## src/rtl/rgals_pkg.sv

```systemverilog
// rgals_pkg: types and constants shared by the RGALS suppressor, the TX credit queue and the RX block.
// The link word is {val, payload}; the valid flag sits directly above the payload.
package rgals_pkg;

    localparam int RGALS_DATA_WIDTH   = 8;
    localparam int RGALS_LINK_VAL_BIT = RGALS_DATA_WIDTH;

    typedef logic [RGALS_DATA_WIDTH-1:0] rgals_msg_t;

    // Bits needed to hold every credit value 0..credits.
    function automatic int rgals_credit_width(input int credits);
        return (credits < 1) ? 1 : $clog2(credits + 1);
    endfunction

endpackage

```

## src/rtl/rgals_fifo.sv

```systemverilog
// rgals_fifo: p_depth x p_data_width register-file FIFO with head/tail pointers and an occupancy count.
// Head data is readable combinationally; a push and a pop in the same cycle are legal even when full.
module rgals_fifo #(
    parameter int p_depth      = 4,
    parameter int p_data_width = 8
) (
    input  logic                    clk,
    input  logic                    rst_n,
    input  logic                    push,
    input  logic [p_data_width-1:0] push_data,
    input  logic                    pop,
    output logic [p_data_width-1:0] head,
    output logic                    full,
    output logic                    empty
);

    localparam int ptr_w = $clog2(p_depth);
    localparam logic [ptr_w:0] depth_c = (ptr_w + 1)'(p_depth);

    logic [p_data_width-1:0] mem [p_depth];
    logic [ptr_w-1:0]        rd_ptr;
    logic [ptr_w-1:0]        wr_ptr;
    logic [ptr_w:0]          count;

    // NOTE: the storage array has no reset; count alone decides which entries are valid,
    // so the array stays plain enable flops with no reset fan-out.
    always_ff @(posedge clk) begin
        if (push) begin
            mem[wr_ptr] <= push_data;
        end
    end

    // Pointers are log2(depth) bits and wrap naturally because depth is a power of two.
    always_ff @(posedge clk or negedge rst_n) begin
        if (!rst_n) begin
            rd_ptr <= '0;
            wr_ptr <= '0;
            count  <= '0;
        end else begin
            if (push) begin
                wr_ptr <= wr_ptr + 1'b1;
            end
            if (pop) begin
                rd_ptr <= rd_ptr + 1'b1;
            end
            case ({push, pop})
                2'b10:   count <= count + 1'b1;
                2'b01:   count <= count - 1'b1;
                default: count <= count;
            endcase
        end
    end

    assign head  = mem[rd_ptr];
    assign full  = (count == depth_c);
    assign empty = (count == '0);

endmodule

```

## src/rtl/rgals_tx_credit_queue.sv

```systemverilog
// rgals_tx_credit_queue: left-domain RGALS sender; buffers messages and launches one per transfer window when a credit is held.
// Optional: define RGALS_TX_PERF_EN to add the stall_cnt performance counter.
module rgals_tx_credit_queue
    import rgals_pkg::*;
#(
    parameter int p_period     = 5,
    parameter int p_data_width = $bits(rgals_msg_t),
    parameter int p_depth      = 4,
    parameter int p_credits    = 2
) (
    input  logic                    clk_left,
    input  logic                    clk_reset_n,
    input  logic                    enq_val,
    output logic                    enq_rdy,
    input  logic [p_data_width-1:0] enq_msg,
    output logic [p_data_width:0]   link_out,
    input  logic                    link_in,
    output logic                    credit_err
`ifdef RGALS_TX_PERF_EN
    ,
    output logic [31:0]             stall_cnt
`endif
);

    localparam int phase_w  = (p_period > 1) ? $clog2(p_period) : 1;
    localparam int credit_w = rgals_credit_width(p_credits);
    localparam int val_bit  = p_data_width + RGALS_LINK_VAL_BIT - RGALS_DATA_WIDTH;

    localparam logic [phase_w-1:0]  phase_last = phase_w'(p_period - 1);
    localparam logic [credit_w-1:0] credit_max = credit_w'(p_credits);

    logic [phase_w-1:0]      phase;
    logic [credit_w-1:0]     credits;
    logic [p_data_width-1:0] head;
    logic                    full;
    logic                    empty;
    logic                    window;
    logic                    send;
    logic                    ret;
    logic                    fire;

    // Phase must track the suppressor's left counter exactly; both leave reset on the same edge.
    always_ff @(posedge clk_left or negedge clk_reset_n) begin
        if (!clk_reset_n) begin
            phase <= '0;
        end else if (phase == phase_last) begin
            phase <= '0;
        end else begin
            phase <= phase + 1'b1;
        end
    end

    assign window  = (phase == '0);
    assign enq_rdy = ~full;
    assign fire    = enq_val & ~full;
    assign send    = window & ~empty & (credits != '0);
    assign ret     = window & link_in;

    rgals_fifo #(
        .p_depth      (p_depth),
        .p_data_width (p_data_width)
    ) u_fifo (
        .clk       (clk_left),
        .rst_n     (clk_reset_n),
        .push      (fire),
        .push_data (enq_msg),
        .pop       (send),
        .head      (head),
        .full      (full),
        .empty     (empty)
    );

    // send depends only on registered state, so link_out never sees enq_* combinationally
    // and drops to zero the moment reset empties the FIFO.
    always_comb begin
        // NOTE: default first so every path assigns link_out and no latch is inferred.
        link_out = '0;
        if (send) begin
            link_out[val_bit]          = 1'b1;
            link_out[p_data_width-1:0] = head;
        end
    end

    // A return while all credits are home means the receiver returned one it never had.
    always_ff @(posedge clk_left or negedge clk_reset_n) begin
        if (!clk_reset_n) begin
            credits    <= credit_max;
            credit_err <= 1'b0;
        end else begin
            if (ret && (credits == credit_max)) begin
                credit_err <= 1'b1;
            end
            case ({send, ret})
                2'b10: credits <= credits - 1'b1;
                2'b01: begin
                    if (credits != credit_max) begin
                        credits <= credits + 1'b1;
                    end
                end
                default: credits <= credits;
            endcase
        end
    end

`ifdef RGALS_TX_PERF_EN
    // Counts windows lost to credit starvation while data is waiting.
    always_ff @(posedge clk_left or negedge clk_reset_n) begin
        if (!clk_reset_n) begin
            stall_cnt <= '0;
        end else if (window && !empty && (credits == '0)) begin
            stall_cnt <= stall_cnt + 32'd1;
        end
    end
`endif

endmodule
```

## config.mk

```make
export PLATFORM = sky130hd
export DESIGN_NAME = rgals_tx_credit_queue
export DESIGN_NICKNAME = d
export VERILOG_FILES = /design/src/rtl/rgals_pkg.sv /design/src/rtl/rgals_fifo.sv /design/src/rtl/rgals_tx_credit_queue.sv
export SDC_FILE = /design/constraint.sdc
export NUM_CORES = 1
export LEC_CHECK = 0
export CORE_MARGIN = 10
export CORE_UTILIZATION = 57
export CTS_BUF_LIST = sky130_fd_sc_hd__clkbuf_8
export CTS_CLUSTER_DIAMETER = 30
export CTS_CLUSTER_SIZE = 25
export DETAILED_ROUTE_END_ITERATION = 8
export PLACE_DENSITY = 0.81
export SYNTH_ARGS = -nofsm -noshare
export SYNTH_HDL_FRONTEND = slang
export SYNTH_SLANG_ARGS = --single-unit
```

## constraint.sdc

```tcl
create_clock -name clk_left -period 2.7 [get_ports clk_left]
set_input_delay 0.405 -clock clk_left [delete_from_list [all_inputs] [get_ports clk_left]]
set_output_delay 0.405 -clock clk_left [all_outputs]
set_load 0.005 [all_outputs]
```

==> results.json <==
{
  "outcome": "finished clean",
  "cts_tree": "done",
  "cp-end-kind": "primary output",
  "insertion_delay_ns": 0.30,
  "clkPwrFrac_pct": 27.5,
  "io_buffer_count": 22,
  "rsz0062_at_grt": "false",
  "grt_use_total_pct": 11.4,
  "drc_errors": 0,
  "cts_sinks": 45,
  "required_ns": 2.30,
  "synth_top_cell_by_area": "edfxtp_1",
  "cts_setup_buffers": 0,
  "seq_power_share_pct": 48.0,
  "fin_ws_ns": 0.201,
  "dpl.hpwl_microns": 2440,
  "max-slew-margin-rel_pct": 61.5,
  "cts_root_buf": "clkbuf_8",
  "grt_pass1_vias": 1116,
  "finalCritPeriodShare_pct": 92.6,
  "synth.top_cell.area_share_pct": 48.5,
  "worstSetupStartpointType": "flop",
  "avgSynthCellArea_sq_um": 16.5,
  "area_delta_synth_final_pct": 21.3,
  "synth_nets": 140,
  "p_leak_uw": 0.000897,
  "finalHoldViolations": 0,
  "diodes": 0,
  "synthFlopType": "edfxtp_1",
  "tightest_slew_ns": 0.576,
  "drtAntennaViolNets": 0,
  "yosysUniqueCellTypes": 34,
  "worstPathMaxFanout": 10,
  "place_congestion": 0.721,
  "clkTransAtPathRegs_ns": 0.08,
  "wl_per_cell_microns": 16.7,
  "skew_ns": 0.00530,
  "synth_common_cells": "32 x edfxtp_1, 12 x dfrtp_1, 11 x nor2b_1, 10 x inv_1, 8 x mux4_2",
  "vias": 1039,
  "grtUsageMet2_pct": 17.9,
  "dieArea_sq_mm": 0.00624,
  "yosys_warnings": 0,
  "postLayoutCoreUtil_pct": 72.1,
  "drv_cap": 0,
  "antenna_found_initial": 0,
  "cts_buffers": 5,
  "ios": 23,
  "via_per_inst": 5.33,
  "register_area_sq_mm": 0.00129,
  "grt_pass1_wl_microns": 5420,
  "clock_path_buffers": 2,
  "drv_slew": 0,
  "pre_cts_slack_ns": 0.190,
  "grt_start_max_net_pins": 16,
  "setup_violations": 0,
  "drt-total-wl_microns": 3250,
  "power.internal_uw": 1600,
  "grt.busiest_layer": "met2",
  "p_sw_uw": 579,
  "synth_area_leaders": "edfxtp_1 48%, dfrtp_1 15%, mux4_2 9.1%",
  "cts_hold_buf": 0,
  "p_per_area_mw_per_mm2": 904,
  "synthArstFlopShare_pct": 28.9,
  "vdd_ir_drop_max_uv": 471,
  "initial_core_util_pct": 59.4,
  "layout_min_cycle_time_ns": 2.50,
  "dieHeight_microns": 79.0,
  "synth_edf_count": 32,
  "hp-class": "flop to flop",
  "fillCellCount": 229,
  "multiInputGateArea_sq_um": 649,
  "drive_gt1_share_pct": 20.8,
  "synth_cells": 120,
  "core_area_sq_mm": 0.00334,
  "use_met3_pct": 4.39,
  "rrSetupSlack_ns": 0.36,
  "criticalPathCategory": "flop to primary output",
  "comb_power_share_pct": 24.5,
  "syn_area_sq_mm": 0.00198,
  "ys_ff_latch": 45,
  "overflow": 0,
  "use_met1_pct": 13.5,
  "rows": 21,
  "fin_tns_setup_ns": 0,
  "nets": 168,
  "cts_max_level": 2,
  "ys_seq_area_share_pct": 64.9,
  "max_freq_mhz": 400,
  "die_w_microns": 79.0,
  "power.total_uw": 2170,
  "post-synth-top-count-cell": "edfxtp_1",
  "drt_iter0_drc": 93,
  "firstDrtPassIters": 4,
  "worstPathArrival_ns": 2.09,
  "netSwitchingFraction_pct": 26.6
}
area by class of cell:
cell class / instances / share of cell area [%]
Tap cell: 46 / 2.39
Clock buffer: 5 / 2.86
Clock inverter: 3 / 2.86
Multi-Input combinational cell: 62 / 27.0
Timing Repair Buffer: 24 / 9.78
Sequential cell: 45 / 53.5
Inverter: 10 / 1.56
metrics by stage:
| step | area, sq um | hold WS (ns) | std cells |
|---|---|---|---|
| finish | 2400 | 0.461 | 195 |
| global route | 2400 | 0.500 | 195 |
| CTS | 2400 | 0.464 | 195 |
| detailed placement | 2260 | 0.452 | 187 |
| global placement | 2260 | 0.438 | 187 |
| floorplan | 1980 | 0.109 | 120 |
layer usage:
layer	share of wire, %	vias up
li1	-	501
met1	44	511
met2	49	20
met3	5.5	7
met4	1.8	0
met5	0	-
registers in the layout, indices dropped and copies added (netlist names):
signal	cells
credits	2
phase	3
u_fifo.rd_ptr	2
credit_err	1
u_fifo.mem	32
u_fifo.wr_ptr	2
u_fifo.count	3
worst max-delay path: stages (launching register included):
cell and delay [ns]:
dfrtp_1 0.40, inv_1 0.06, ha_1 0.23, nor2b_4 0.23
o211ai_4 0.16, nor2b_1 0.17, clkdlybuf4s50_1 0.53
kinds of logic (layout without fill, tap and decap cells):
| kind of cell | Yosys count | in the layout | share of synthesized area, % |
|---|---|---|---|
| simple gates | 25 | 25 | 8.14 |
| xor+xnor | 6 | 6 | 2.65 |
| buf+inv | 13 | 42 | 2.71 |
| mux | 11 | 11 | 10.9 |
| fa+ha+maj | 8 | 8 | 5.43 |
| compound gates | 12 | 12 | 5.24 |
| flops | 45 | 45 | 64.9 |
power groups by stage:
stage / Clock [uW] / Combinational [uW] / Sequential (uW)
2_1_floorplan: 0 / 443 / 991
4_1_cts: 606 / 548 / 1050
3_5_place_dp: 0 / 546 / 1060
6_report: 597 / 534 / 1040
3_3_place_gp: 0 / 523 / 1050
5_1_grt: 630 / 598 / 1070
cells in the final DEF, fill, tap and decap left out, types with 2 or more instances in the layout:
cell             instances
and3_2                   4
clkbuf_8                 5
ha_1                     7
nor3_1                   2
bufinv_16                2
inv_1                   10
xnor2_1                  4
nor2b_1                 10
a21oi_1                  2
buf_4                    2
xor2_1                   2
mux4_2                   8
o31ai_1                  3
dfrtp_1                 12
edfxtp_1                32
clkdlybuf4s50_1         22
nor2_1                   2
what timing repair did:
| item | 4_1_cts | 5_1_grt |
|---|---|---|
| resized for setup | 1 | 1 |
| setup endpoints to repair | 1 | 3 |
| cloned | 0 | 0 |
worst paths after layout:
| check | start | to | cells after the start |
|---|---|---|---|
| worst max register to register | phase[0] | u_fifo.count[2] | 11 |
| worst max-delay path | phase[0] | link_out[2] | 6 |
| worst min-delay path | phase[0] | phase[0] | 1 |
| worst min register to register | phase[0] | phase[0] | 1 |
| max in group asynchronous | clk_reset_n | u_fifo.rd_ptr[0] | 1 |
| min in group asynchronous | clk_reset_n | phase[2] | 1 |
Note: power is estimated with default switching activity, not from simulation.
